### src/rtl/ps2_frame_rx_if.sv
// PS/2 receiver line and result bundle: raw kclk/kdata in, scan-code history and status pulses out.
// The block never drives the PS/2 lines, so kclk/kdata are inputs on the receiver side only.
interface ps2_frame_rx_if;
    logic        kclk;
    logic        kdata;
    logic [15:0] keycode;
    logic        oflag;
    logic        perr;

    modport slave (
        input  kclk,
        input  kdata,
        output keycode,
        output oflag,
        output perr
    );

    modport master (
        output kclk,
        output kdata,
        input  keycode,
        input  oflag,
        input  perr
    );
endinterface

### src/rtl/ps2_frame_rx.sv
// PS/2 device-to-host deframer: 2-FF sync + kclk glitch filter, 11-bit odd-parity frames into a 16-bit history.
// Pulses land FILTER_LEN+3 clk after the raw stop-bit kclk fall; no backpressure, keycode holds until the next good byte.
module ps2_frame_rx #(
    parameter int FILTER_LEN     = 8,
    parameter int TIMEOUT_CYCLES = 200000
) (
    input  logic          clk,
    input  logic          rst,
    ps2_frame_rx_if.slave bus
);
    localparam int FCW = $clog2(FILTER_LEN + 1);
    localparam int TCW = $clog2(TIMEOUT_CYCLES + 1);

    typedef enum logic [1:0] {IDLE, DATA, PARITY, STOP} state_t;

    logic           kclk_s1_q, kclk_s2_q;
    logic           kdata_s1_q, kdata_s2_q;
    logic           fclk_q, fclk_d, fclk_prev_q;
    logic [FCW-1:0] fcnt_q, fcnt_d;
    state_t         state_q, state_d;
    logic [2:0]     bit_cnt_q, bit_cnt_d;
    logic [7:0]     shift_q, shift_d;
    logic           par_q, par_d;
    logic [15:0]    keycode_q, keycode_d;
    logic           oflag_q, oflag_d;
    logic           perr_q, perr_d;
    logic [TCW-1:0] to_cnt_q, to_cnt_d;
    logic           fall;
    logic           timeout_hit;
    logic           frame_ok;

    always_ff @(posedge clk) begin
        if (rst) begin
            kclk_s1_q   <= 1'b1;
            kclk_s2_q   <= 1'b1;
            kdata_s1_q  <= 1'b1;
            kdata_s2_q  <= 1'b1;
            fclk_q      <= 1'b1;
            fclk_prev_q <= 1'b1;
            fcnt_q      <= '0;
            state_q     <= IDLE;
            bit_cnt_q   <= '0;
            shift_q     <= '0;
            par_q       <= 1'b0;
            keycode_q   <= '0;
            oflag_q     <= 1'b0;
            perr_q      <= 1'b0;
            to_cnt_q    <= '0;
        end else begin
            kclk_s1_q   <= bus.kclk;
            kclk_s2_q   <= kclk_s1_q;
            kdata_s1_q  <= bus.kdata;
            kdata_s2_q  <= kdata_s1_q;
            fclk_q      <= fclk_d;
            fclk_prev_q <= fclk_q;
            fcnt_q      <= fcnt_d;
            state_q     <= state_d;
            bit_cnt_q   <= bit_cnt_d;
            shift_q     <= shift_d;
            par_q       <= par_d;
            keycode_q   <= keycode_d;
            oflag_q     <= oflag_d;
            perr_q      <= perr_d;
            to_cnt_q    <= to_cnt_d;
        end
    end

    // fcnt counts consecutive samples that disagree with fclk; any agreeing sample restarts it.
    always_comb begin
        fclk_d = fclk_q;
        fcnt_d = '0;
        if (kclk_s2_q != fclk_q) begin
            if (fcnt_q == FCW'(FILTER_LEN - 1)) begin
                fclk_d = kclk_s2_q;
            end else begin
                fcnt_d = fcnt_q + FCW'(1);
            end
        end
    end

    assign fall        = fclk_prev_q & ~fclk_q;
    assign timeout_hit = (to_cnt_q == TCW'(TIMEOUT_CYCLES - 1));
    assign frame_ok    = (^{shift_q, par_q}) & kdata_s2_q;

    always_comb begin
        state_d   = state_q;
        bit_cnt_d = bit_cnt_q;
        shift_d   = shift_q;
        par_d     = par_q;
        keycode_d = keycode_q;
        oflag_d   = 1'b0;
        perr_d    = 1'b0;
        to_cnt_d  = '0;

        if (state_q != IDLE && !fall) begin
            to_cnt_d = to_cnt_q + TCW'(1);
        end

        case (state_q)
            IDLE: begin
                if (fall && !kdata_s2_q) begin
                    state_d   = DATA;
                    bit_cnt_d = '0;
                    shift_d   = '0;
                end
            end
            DATA: begin
                if (fall) begin
                    shift_d[bit_cnt_q] = kdata_s2_q;
                    bit_cnt_d          = bit_cnt_q + 3'd1;
                    if (bit_cnt_q == 3'd7) begin
                        state_d = PARITY;
                    end
                end
            end
            PARITY: begin
                if (fall) begin
                    par_d   = kdata_s2_q;
                    state_d = STOP;
                end
            end
            STOP: begin
                if (fall) begin
                    state_d = IDLE;
                    if (frame_ok) begin
                        oflag_d   = 1'b1;
                        keycode_d = {keycode_q[7:0], shift_q};
                    end else begin
                        perr_d = 1'b1;
                    end
                end
            end
            default: state_d = IDLE;
        endcase

        // A fall in the same cycle keeps the frame alive, so the abort only fires without one.
        if (state_q != IDLE && !fall && timeout_hit) begin
            state_d  = IDLE;
            perr_d   = 1'b1;
            to_cnt_d = '0;
        end
    end

    assign bus.keycode = keycode_q;
    assign bus.oflag   = oflag_q;
    assign bus.perr    = perr_q;
endmodule

### src/flat_wrapper.sv
// flat-port wrapper written by rule: the top's interface ports become plain ports
module ps2_frame_rx_flat 
#(
    parameter int FILTER_LEN     = 8,
    parameter int TIMEOUT_CYCLES = 200000
)
  (clk, rst, bus_kclk, bus_kdata, bus_keycode, bus_oflag, bus_perr);
  ps2_frame_rx_if bus_i ();
  input  logic clk;
  input  logic rst;
  input wire logic [$bits(bus_i.kclk)-1:0] bus_kclk;
  input wire logic [$bits(bus_i.kdata)-1:0] bus_kdata;
  output wire logic [$bits(bus_i.keycode)-1:0] bus_keycode;
  output wire logic [$bits(bus_i.oflag)-1:0] bus_oflag;
  output wire logic [$bits(bus_i.perr)-1:0] bus_perr;
  assign bus_i.kclk = bus_kclk;
  assign bus_i.kdata = bus_kdata;
  assign bus_keycode = bus_i.keycode;
  assign bus_oflag = bus_i.oflag;
  assign bus_perr = bus_i.perr;
  ps2_frame_rx #(.FILTER_LEN(FILTER_LEN), .TIMEOUT_CYCLES(TIMEOUT_CYCLES)) u_core (.clk(clk), .rst(rst), .bus(bus_i));
endmodule
### config.mk
export PLATFORM = sky130hd
export DESIGN_NAME = ps2_frame_rx_flat
export DESIGN_NICKNAME = d
export VERILOG_FILES = /design/src/rtl/ps2_frame_rx_if.sv /design/src/rtl/ps2_frame_rx.sv /design/src/flat_wrapper.sv
export SDC_FILE = /design/constraint.sdc
export NUM_CORES = 1
export LEC_CHECK = 0
export ABC_AREA = 1
export CORE_MARGIN = 2
export CORE_UTILIZATION = 28
export DETAILED_ROUTE_END_ITERATION = 16
export PLACE_DENSITY = 0.54
export SLEW_MARGIN = 0
export SYNTH_ARGS = -nofsm -noshare
export SYNTH_HDL_FRONTEND = slang
export SYNTH_SLANG_ARGS = --single-unit
### constraint.sdc
create_clock -name clk -period 1.9 [get_ports clk]
set_input_delay 0.38 -clock clk [delete_from_list [all_inputs] [get_ports clk]]
set_output_delay 0.38 -clock clk [all_outputs]
set_load 0.01 [all_outputs]
# Word level (Yosys, flattened, before mapping)
# Cells that the tools add are included.
# word_totals
reg_bits	60
output_inout_bits	18
# op_classes
addsub	3
magnitude_cmp	2
eq_ne	12
n_mux	20
n_bitwise	7
n_reduce_logical	19
# ops
op	count
adder 18 x 1 -> 18 bit, second input constant	1
== test 18 bit, second input constant	1
2-to-1 mux 8 bit	2
case mux 8 bit (2 select lines)	1
2-to-1 mux 2 bit	5
!= test 2 x 1 -> 1 bit, second input constant	5
OR reduction 3 bit	3
XOR reduction 9 bit	1
bitwise mux 8 bit	1
case mux 2 bit (4 select lines)	1
2-to-1 mux 1 bit	6
2-to-1 mux 3 bit	2
case mux 3 bit (2 select lines)	1
AND reduction 3 bit	2
inverter 1 bit	5
AND reduction 5 bit	1
adder 4 x 1 -> 4 bit, second input constant	1
== test 2 bit, second input constant	2
== test 4 x 3 -> 1 bit, second input constant	1
logical AND 1 bit	4
less-than comparator 3 x 4 -> 1 bit, second input constant	1
AND reduction 2 bit	2
nonzero test 2 bit	2
adder 3 x 1 -> 3 bit, second input constant	1
9 further kinds	11

# Longest topological paths before layout
# logic_depth
ltp_word	7
ltp_mapped	13
mapped_depth_nobuf	12

# Worst setup path after synthesis
# Ideal clock, no wire load.
# synth_path
path_type	register -> register
startpoint	register u_core.state_q[0]
endpoint	register u_core.shift_q[0]
setup_ps	70
arrival_time_ps	1457
t_required_ps	1830
setup_slack_ps	373
path_stages_with_launch	8
n_path_buf	0
cell_sequence	dfxtp_1 inv_1 ha_1 a21oi_1 nand2_1 nor2_1 nand2_1 a21oi_1
# synth_between
elab_chain_cells	3
# synth_rtl
item	line	text
from (decl)	ps2_frame_rx.sv:20	state_t state_q, state_d;
from (signal assigned)	ps2_frame_rx.sv:57	state_q <= state_d;
== test 2 x 1 -> 1 bit / logical NOT 2 bit (equally long branches)	ps2_frame_rx.sv:99	case (state_q)
!= test 2 x 1 -> 1 bit (no source line) / nonzero test 2 bit (equally long branches)	-	
AND reduction 3 bit (no source line)	-	
to (signal assigned)	ps2_frame_rx.sv:59	shift_q <= shift_d;
to (decl)	ps2_frame_rx.sv:22	logic [7:0] shift_q, shift_d;
# Parallel ways exist; a longest one is shown, timed or not.
# A chain may end at the register's enable or synchronous reset.

# Worst setup path in the final report
# layout_path
startpoint	register u_core.state_q[0]
endpoint	register u_core.state_q[0]
# layout_between
elab_chain_cells	4
# layout_rtl
item
branches (longest 4 deep; another with AND reduction 5 bit)
# Several ways; the timed one is not identified.

==> qor.yml <==
timing:
  period_share: 0.8815
  fin_crit_ns: 1.675
  skew_ns: 0.008798
  finalHoldViolCount: 0
  worst_slew_pin_slew_ns: 0.3936
  fmax_ghz: 0.5970
  fin_tns_setup_ns: 0
  fin_hold_ws_ns: 0.4072
  rsz0062_at_grt: "false"
  relSlewSlack: 0.7367
  setup_violations: 0
  maxSlewViolCount: 0
die:
  start_util: 0.2855
  rows: 37
  die_y_um: 105.9
  die_width_um: 105.9
  die-area_mm2: 0.01122
  io_pins: 22
  core-area_mm2: 0.01018
yosys:
  ys.flop_type: "dfxtp_1"
  synth_edf_count: 0
  synth_most_common_cell: "nand2_1"
  yosysTopAreaCellShare: 0.4131
  netlist_top_cells_count: "nand2_1 (91), nor2_1 (67), dfxtp_1 (60), inv_1 (48), a21oi_1 (23)"
  yosysSeqAreaShare: 0.4131
  yosysWarnings: 0
  yosys.cell_types.count: 29
  synth_area_leaders: "dfxtp_1 (41%), nand2_1 (12%), nor2_1 (8.6%)"
  syn-cell-area_mm2: 0.002908
  yosys.area.top_type: "dfxtp_1"
  async_flop_share: 0
  synth_fp_nets: 427
  avgSynthCellArea_um2: 7.024
  ys_seq_elements: 60
  syn-instance-count: 414
clocking:
  htree_levels: 3
  cts_hold_buf: 0
  postCtsSetupRepairBufs: 0
  clk_pin_slew_ns: 0.06
  cts_buffer_depth: 2
  cts_resized: 0
  root_buffer: "clkbuf_8"
  cts_buffers: 9
  cts_tree: "yes"
  clock_sinks: 60
  clock_latency_ns: 0.34
drt:
  drt_wl_total_um: 5719
  first_pass_iters: 4
  postRouteAntennaNets: 0
  drc: 0
  route.vias.total: 2534
  vias_per_cell: 4.361
  drt-wirelength-per-cell_um: 9.843
  drt_first_iter_violations: 101
worst_setup_path:
  max_stage_delay_ns: 0.38
  cp.arrival_ns: 1.94
  cp-start-kind: "register"
  required_ns: 2.17
  critPathSlowestCell: "dfxtp_1"
  crit_chain: "inv_1 -> ha_1 -> a21oi_1 -> inv_1 -> a21oi_1 -> o21ai_0 -> o21bai_1 -> a21oi_1"
  reg2reg_slack_ns: 0.23
  critPathCaptureType: "register"
  critPathKind: "reg -> reg"
  cpMostUsedCell: "a21oi_1"
  reg2reg_depth: 8
  worstReg2RegEnd: "u_core.state_q[0]$_SDFFE_PP0P_"
  r2r_start: "u_core.state_q[0]$_SDFFE_PP0P_"
  crit_fanout: 4
power_and_ir_drop:
  power_leakage_nw: 1.337
  power.density_mw_per_mm2: 698.5
  power_mw: 2.420
  vdd_drop_max_uv: 216.3
place:
  place.gp.congestion: 0.8543
  place_hpwl_um: 4130
  numPortBuffers: 21
grt:
  grt-ovfl-total: 0
  antenna_found_initial: 0
  grt_max_degree: 21
  grt_pass1_vias: 2446
  grt_util_all_layers: 0.1153
  grt_pass1_wl_um: 10570
final_layout:
  antenna_cells: 0
  areaGrowthSynthToFinish_pct: 19.15
  fin_nets: 454
  drive_gt1_frac: 0.09888
outcome:
  outcome: "finished, final reports clean"
worst_hold_path:
  hold_start: "u_core.kdata_s1_q$_SDFF_PP1_"
  min_path_cells: 1
  min_to: "u_core.kdata_s2_q$_SDFF_PP1_"
  hp-class: "reg -> reg"
job:
  drv_cap: 0
-- routing by layer --
layer / GRT usage / wire (um) / vias up / part of all wire
li1: - / - / 1378 / -
met1: 0.1422 / 2804 / 1112 / 0.49
met2: 0.1866 / 2592 / 33 / 0.45
met3: 0.02575 / 182 / 11 / 0.032
met4: 0.06297 / 140 / 0 / 0.024
met5: 0 / 0 / - / 0
-- layout by cell type (no fill, tap or decap), drive strengths merged --
cell,count
o211ai,1
nor2,70
o21a,1
a21oi,23
nor3,19
nand4,19
clkdlybuf4s50,21
clkinvlp,1
inv,53
dfxtp,60
and3,1
clkinv,4
buf,6
xor2,8
nand3,17
ha,9
nor4,1
a41oi,1
xnor2,2
o21bai,1
clkbuf,10
bufinv,1
nand2,98
o21ai,13
or2,5
-- critical path, delay by kind of cell, from the launching register on --
family | cells | cell delay (ns)
AO/OA/AOI/OAI | 5 | 0.80
adder cells (fa/ha/maj) | 1 | 0.23
buffers and inverters | 2 | 0.19
flip-flops | 1 | 0.38
-- power by group --
| part | leakage (nW) | internal [mW] | switching [mW] |
|---|---|---|---|
| Sequential | 0.484 | 1.26 | 0.00201 |
| Combinational | 0.755 | 0.0174 | 0.0271 |
| Clock | 0.0979 | 0.626 | 0.485 |
| Total | 1.34 | 1.91 | 0.514 |
-- logic make-up after synthesis --
| group | share of synthesized area |
|---|---|
| simple gates | 0.3554 |
| flops | 0.4131 |
| xor+xnor | 0.03012 |
| buf+inv | 0.08993 |
| fa+ha+maj | 0.03873 |
| compound gates | 0.07272 |
-- flip-flops by register name (all words and copies together) (netlist names), 2 cells and up --
register,count
u_core.bit_cnt_q,3
u_core.shift_q,8
u_core.bus.keycode,16
u_core.to_cnt_q,18
u_core.state_q,2
u_core.fcnt_q,4
-- stage by stage --
| stage | instances | util | instance area, um2 | worst slack, ns |
|---|---|---|---|---|
| floorplan | 414 | - | 2908 | 0.3728 |
| global placement | 566 | 0.3215 | 3274 | 0.2454 |
| detailed placement | 566 | 0.3215 | 3274 | 0.2226 |
| CTS | 581 | 0.3402 | 3465 | 0.2121 |
| global route | 581 | 0.3402 | 3465 | 0.006928 |
| finish | 581 | 0.3402 | 3465 | 0.2251 |
-- final cells by class --
cell class / instances / area (um2)
fillers: 1083 / 6720
multi-input cells: 289 / 1445
flip-flops and latches: 60 / 1201
repair buffers: 27 / 255.2
inverters: 54 / 202.7
well taps: 136 / 170.2
clock buffers: 10 / 137.6
clock inverters: 5 / 52.55
-- how the worst max path moves through the flow --
stage / start / endpoint / slack, ns
floorplan: u_core.state_q[0]$_SDFFE_PP0P_ / u_core.shift_q[0]$_SDFFE_PP0P_ / 0.37
global placement: u_core.state_q[0]$_SDFFE_PP0P_ / u_core.shift_q[4]$_SDFFE_PP0P_ / 0.25
detailed placement: u_core.state_q[0]$_SDFFE_PP0P_ / u_core.shift_q[7]$_SDFFE_PP0P_ / 0.22
CTS: u_core.state_q[0]$_SDFFE_PP0P_ / u_core.shift_q[7]$_SDFFE_PP0P_ / 0.21
global route: u_core.to_cnt_q[0]$_SDFF_PP0_ / u_core.to_cnt_q[3]$_SDFF_PP0_ / 0.007
finish: u_core.state_q[0]$_SDFFE_PP0P_ / u_core.state_q[0]$_SDFFE_PP0P_ / 0.23
(Power assumes the default switching activity.)
